--- src/rtl/cpu_types_pkg.sv ---
// rtl/cpu_types_pkg.sv - shared datapath types and constants for the memory stage
package cpu_types_pkg;

    typedef logic [31:0] word_t;
    typedef logic [4:0]  regbits_t;

    typedef enum logic {
        IDLE   = 1'b0,
        ACCESS = 1'b1
    } mem_state_t;

    localparam regbits_t DEFAULT_JAL_REG = 5'd31;

endpackage

--- src/rtl/link_reg.sv ---
// rtl/link_reg.sv - LL/SC reservation register with snoop invalidation
module link_reg
    import cpu_types_pkg::*;
(
    input  logic  CLK,
    input  logic  RST,
    input  logic  ll_set,
    input  logic  sc_done,
    input  logic  store_done,
    input  logic  snoop_inv,
    input  word_t snoop_addr,
    input  word_t addr,
    output logic  sc_ok
);

    logic  valid_q, valid_d;
    word_t addr_q, addr_d;

    // A completing LL takes priority over every clearing source on the same edge
    always_comb begin
        valid_d = valid_q;
        addr_d  = addr_q;
        if (ll_set) begin
            valid_d = 1'b1;
            addr_d  = addr;
        end else if ((snoop_inv && (snoop_addr == addr_q)) || sc_done ||
                     (store_done && (addr == addr_q))) begin
            valid_d = 1'b0;
        end
    end

    // Reservation state register
    always_ff @(posedge CLK) begin
        if (RST) begin
            valid_q <= 1'b0;
            addr_q  <= '0;
        end else begin
            valid_q <= valid_d;
            addr_q  <= addr_d;
        end
    end

    // An SC may only write while the reservation still covers its address
    always_comb begin
        sc_ok = valid_q && (addr_q == addr);
    end

endmodule

--- src/rtl/mem_wb_stage.sv ---
// rtl/mem_wb_stage.sv - memory access stage and MEM/WB pipeline latch
module mem_wb_stage
    import cpu_types_pkg::*;
#(
    parameter regbits_t JAL_REG   = DEFAULT_JAL_REG,
    parameter int       WAITCNT_W = 16
) (
    input  logic                 CLK,
    input  logic                 RST,
    input  logic [31:0]          aluOutport_in,
    input  logic [31:0]          rdat2_in,
    input  logic [31:0]          pcplus4_in,
    input  logic [4:0]           rt_in,
    input  logic [4:0]           rd_in,
    input  logic                 RegDst_in,
    input  logic                 MemToReg_in,
    input  logic                 regWEN_in,
    input  logic                 JType_in,
    input  logic                 Halt_in,
    input  logic                 dMemREN_in,
    input  logic                 dMemWEN_in,
    input  logic                 ll_in,
    input  logic                 sc_in,
    input  logic                 flush,
    input  logic                 dhit,
    input  logic [31:0]          dmemload,
    input  logic                 snoop_inv,
    input  logic [31:0]          snoop_addr,
    output logic                 dmemREN,
    output logic                 dmemWEN,
    output logic [31:0]          dmemaddr,
    output logic [31:0]          dmemstore,
    output logic                 mem_stall,
    output logic [4:0]           wsel_out,
    output logic [31:0]          wdat_out,
    output logic                 wen_out,
    output logic                 halt_out,
    output logic [WAITCNT_W-1:0] waitcnt_out
);

    mem_state_t           state_q, state_d;
    regbits_t             wsel_q, wsel_d, wb_sel;
    word_t                wdat_q, wdat_d, wb_dat;
    logic                 wen_q, wen_d;
    logic                 halt_q, halt_d;
    logic [WAITCNT_W-1:0] waitcnt_q, waitcnt_d;
    logic                 sc_ok;
    logic                 req_ren, req_wen;

    link_reg u_link_reg (
        .CLK        (CLK),
        .RST        (RST),
        .ll_set     (ll_in && req_ren && dhit),
        .sc_done    (sc_in && dMemWEN_in && !halt_q && !mem_stall),
        .store_done (req_wen && dhit),
        .snoop_inv  (snoop_inv),
        .snoop_addr (snoop_addr),
        .addr       (aluOutport_in),
        .sc_ok      (sc_ok)
    );

    // Access state register
    always_ff @(posedge CLK) begin
        if (RST) begin
            state_q <= IDLE;
        end else begin
            state_q <= state_d;
        end
    end

    // Enter ACCESS only for an issued request that did not hit in the same cycle
    always_comb begin
        state_d = state_q;
        case (state_q)
            IDLE:    if ((req_ren || req_wen) && !dhit) state_d = ACCESS;
            ACCESS:  if (dhit) state_d = IDLE;
            default: state_d = IDLE;
        endcase
    end

    // Request issue and stall; a halted core or failing SC issues nothing
    always_comb begin
        req_ren   = dMemREN_in && !halt_q;
        req_wen   = dMemWEN_in && !halt_q && !(sc_in && !sc_ok);
        mem_stall = (req_ren || req_wen) && !dhit;
        dmemREN   = req_ren;
        dmemWEN   = req_wen;
        dmemaddr  = aluOutport_in;
        dmemstore = rdat2_in;
    end

    // Writeback register / data selection
    always_comb begin
        wb_sel = JType_in ? JAL_REG : (RegDst_in ? rd_in : rt_in);
        if (JType_in)         wb_dat = pcplus4_in;
        else if (sc_in)       wb_dat = {31'b0, sc_ok};
        else if (MemToReg_in) wb_dat = dmemload;
        else                  wb_dat = aluOutport_in;
    end

    // MEM/WB latch next value: hold on stall, bubble on flush, else load
    always_comb begin
        wsel_d    = wsel_q;
        wdat_d    = wdat_q;
        wen_d     = wen_q;
        halt_d    = halt_q;
        waitcnt_d = waitcnt_q;
        if (mem_stall && (waitcnt_q != {WAITCNT_W{1'b1}})) begin
            waitcnt_d = waitcnt_q + 1'b1;
        end
        if (!mem_stall) begin
            if (flush) begin
                wsel_d = '0;
                wdat_d = '0;
                wen_d  = 1'b0;
            end else begin
                wsel_d = wb_sel;
                wdat_d = wb_dat;
                wen_d  = regWEN_in && !halt_q;
                halt_d = halt_q || Halt_in;
            end
        end
    end

    // MEM/WB latch and counters
    always_ff @(posedge CLK) begin
        if (RST) begin
            wsel_q    <= '0;
            wdat_q    <= '0;
            wen_q     <= 1'b0;
            halt_q    <= 1'b0;
            waitcnt_q <= '0;
        end else begin
            wsel_q    <= wsel_d;
            wdat_q    <= wdat_d;
            wen_q     <= wen_d;
            halt_q    <= halt_d;
            waitcnt_q <= waitcnt_d;
        end
    end

    assign wsel_out    = wsel_q;
    assign wdat_out    = wdat_q;
    assign wen_out     = wen_q;
    assign halt_out    = halt_q;
    assign waitcnt_out = waitcnt_q;

endmodule

--- config.mk ---
export PLATFORM = sky130hd
export DESIGN_NAME = mem_wb_stage
export DESIGN_NICKNAME = d
export VERILOG_FILES = /design/src/rtl/cpu_types_pkg.sv /design/src/rtl/link_reg.sv /design/src/rtl/mem_wb_stage.sv
export SDC_FILE = /design/constraint.sdc
export NUM_CORES = 1
export LEC_CHECK = 0
export ABC_AREA = 1
export CORE_AREA = 2 2 118 120
export CTS_BUF_LIST = sky130_fd_sc_hd__clkbuf_2 sky130_fd_sc_hd__clkbuf_4 sky130_fd_sc_hd__clkbuf_8
export DETAILED_ROUTE_END_ITERATION = 10
export DIE_AREA = 0 0 120 122
export GPL_ROUTABILITY_DRIVEN = 0
export GPL_TIMING_DRIVEN = 0
export PLACE_DENSITY = 0.87
export SLEW_MARGIN = 0
export SYNTH_ARGS = -nofsm -noshare
export SYNTH_HDL_FRONTEND = slang
export SYNTH_SLANG_ARGS = --single-unit
export TNS_END_PERCENT = 30
--- constraint.sdc ---
create_clock -name CLK -period 6 [get_ports CLK]
set_clock_uncertainty 0.15 [all_clocks]
set_input_delay 1.2 -clock CLK [delete_from_list [all_inputs] [get_ports CLK]]
set_output_delay 1.2 -clock CLK [all_outputs]
set_load 0.05 [all_outputs]
==> reports/results.ini <==
[worst_setup_path]
cp_common_cell = nand2_2
worstPathMaxFanout = 10
cp_cell_sequence = clkdlybuf4s50_1 > xnor2_1 > nand2_1 > nor2_1 > nand2_1 > nor2_2 > nand3_1 > nand2_2 > nand2_2 > nand2_8 > nand2_2 > buf_2 > inv_1 > clkdlybuf4s50_1
cp_data_arrival_time_ps = 4140
crit_type = primary input to primary output
crit_buf_inv = 4
cp-start-kind = primary input
critPathCaptureType = primary output
slowest_stage = clkdlybuf4s50_1
crit_family = buffers and inverters
slowest_delay_ps = 800
worstPathRequired_ps = 4650

[final_layout]
area_growth_pct = 54.61
num_antenna_cells = 0
multiInputGateArea_um2 = 3063
fillCellCount = 1163
utilization_pct = 66.31
nets = 1333
seq_area_um2 = 1762
drive_gt1_share_pct = 9.801

[floorplan]
core_um2 = 13500
pin_count = 306
start_util_pct = 42.89
dieArea_um2 = 14640
num_rows = 43
die_w_um = 120
dieHeight_um = 122

[detailed_routing]
routed_via_density = 5.351
wl_per_cell_um = 16.99
drcViolationCount = 0
ant_nets = 0
wl_um = 22650
firstDrtPassIters = 6
drt-initial-drc-count = 630
vias = 7133

[yosys]
syn_inst = 866
ys_ff_latch = 88
synthesis.nets = 1051
seq_area_frac_synth_pct = 30.42
avgSynthCellArea_um2 = 6.688
ys_warn_count = 0
synth_cell_types = 33
synthesis.area_um2 = 5792

[pwr]
power.leakage_nw = 3.560
p_per_area_nw_per_um2 = 188.9
ir_drop_v = 0.0001229

[sta]
fin_tns_setup_ps = 0
max-slew-margin-rel_pct = 52.67
worst_slew_pin_slew_ps = 710.0
finalHoldViolCount = 0
rsz0062_at_grt = false
max_freq_mhz = 182.2
fin_crit_sh_pct = 91.50
setup_viol = 0
worst_slack_ps = 510.2
min_period_ps = 5490
drv_slew = 0
hold_slack_ps = 336.3

[grt]
grt_pass1_vias = 6519
grt_usage_pct = 30.06
grt-ovfl-total = 0
grt_pass1_wl_um = 33980
antenna_found_initial = 0
grt_max_degree = 15

[clocking]
cts_sinks = 88
ctsHoldBuffers = 0
cts_buffer_depth = 2
cts_resized = 0
post_cts_buffers = 0
cts_buffers = 9
clk_latency_ps = 390
root_buffer = clkbuf_8
clk_pin_slew_ps = 90
htree_levels = 3
cts_tree = built

[place]
port_buffers = 271
dp_slack_ps = 592.6
post-dp-hpwl_um = 18050

[run]
maxCapViolations = 0

[outcome]
status = completed

[hold_path]
hp-class = flip-flop to flip-flop

-- synth_stat cells (all sizes together) --
library cell / count / area, um^2
a211oi: 4 / 30.03
a21oi: 116 / 580.6
buf: 76 / 580.6
clkbuf: 36 / 135.1
clkinv: 2 / 7.510
dfxtp: 88 / 1762
ha: 1 / 12.51
inv: 65 / 244.0
nand2: 201 / 778.3
nand3: 69 / 357.8
nand3b: 1 / 7.510
nand4: 19 / 125.1
nor2: 42 / 165.2
nor3: 5 / 36.29
nor3b: 1 / 7.510
nor4: 3 / 18.77
o2111ai: 1 / 8.760
o211ai: 19 / 142.6
o21a: 9 / 67.56
o21ai: 55 / 275.3
o22ai: 3 / 18.77
or2: 3 / 18.77
xnor2: 29 / 254.0
xor2: 18 / 157.7
-- worst register-to-register path: cells and delay by family (launching register included) --
kind / cells / cell delay [ps]
AOI/OAI and AO/OA: 1 / 60
buffers and inverters: 1 / 210
xor gates and xnor gates: 1 / 140
and+or+nand+nor: 10 / 1140
DFF: 1 / 410
-- cell families (layout without fill, tap and decap cells) --
family	Yosys count	in the layout	share of synthesized area [%]
buffers and inverters	179	466	16.70
adder cells (fa/ha/maj)	1	1	0.2160
AND/OR/NAND/NOR	344	344	26.16
AO/OA/AOI/OAI	207	207	19.40
XOR/XNOR	47	47	7.107
flip-flops	88	88	30.42
-- final cells by class --
type                            count  area share [%]
Buffer                            112           7.992
Clock buffer                       11           1.621
Clock inverter                      5          0.8942
Inverter                           67           2.808
Multi-Input combinational cell    599           34.20
Sequential cell                    88           19.67
Tap cell                          180           2.515
Timing Repair Buffer              271           30.29
-- per-stage QoR --
step	power [mW]	instances	area, um^2
finish	1.691	1333	8955
global route	1.744	1333	8955
CTS	1.680	1333	8955
detailed placement	1.208	1317	8730
global placement	1.202	1317	8730
floorplan	0.9667	866	5792
-- state kept, by name, indices dropped and copies added (netlist names) --
register	flops
wdat_out	32
halt_out	1
wen_out	1
u_link_reg.addr_q	32
wsel_out	5
u_link_reg.valid_q	1
waitcnt_out	16
-- cell usage in the layout (no fill, tap or decap), drive strengths merged, types with 2 or more instances in the layout --
master and n:
or2 3, clkbuf 47, clkinv 3, o21ai 55
nor4 3, o21a 9, o211ai 19, nand3 69
xnor2 29, a211oi 4, inv 65, clkdlybuf4s50 271
nand2 201, dfxtp 88, buf 76, o22ai 3
nand4 19, nor3 5, nor2 42, a21oi 116
bufinv 2, clkinvlp 2, xor2 18
-- per-layer routing --
layer | vias to the layer above | part of all wire, % | track usage (%)
li1 | 3375 | - | -
met1 | 3250 | 40 | 37.62
met2 | 456 | 48 | 51.70
met3 | 52 | 8.7 | 4.728
met4 | 0 | 3.0 | 12.06
met5 | - | 0 | 0
-- path summary, 6_finish.rpt --
path / cells past startpoint / endpoint / slack [ps] / from
worst max register to register: 13 / wdat_out[6]$_SDFFE_PP0N_ / 3760 / u_link_reg.addr_q[11]$_SDFFE_PP0P_
worst min-delay path: 2 / wdat_out[8]$_SDFFE_PP0N_ / 340 / wdat_out[8]$_SDFFE_PP0N_
worst max-delay path: 14 / mem_stall / 510 / aluOutport_in[31]
worst min register to register: 2 / wdat_out[8]$_SDFFE_PP0N_ / 340 / wdat_out[8]$_SDFFE_PP0N_
-- power breakdown --
group          leakage (nW)  switching, mW  internal, mW  total [mW]
clock network         0.109          0.238         0.250       0.488
logic                  2.73          0.328         0.246       0.574
registers             0.717         0.0206         0.609       0.630
Power figures use the tool's default switching activity.
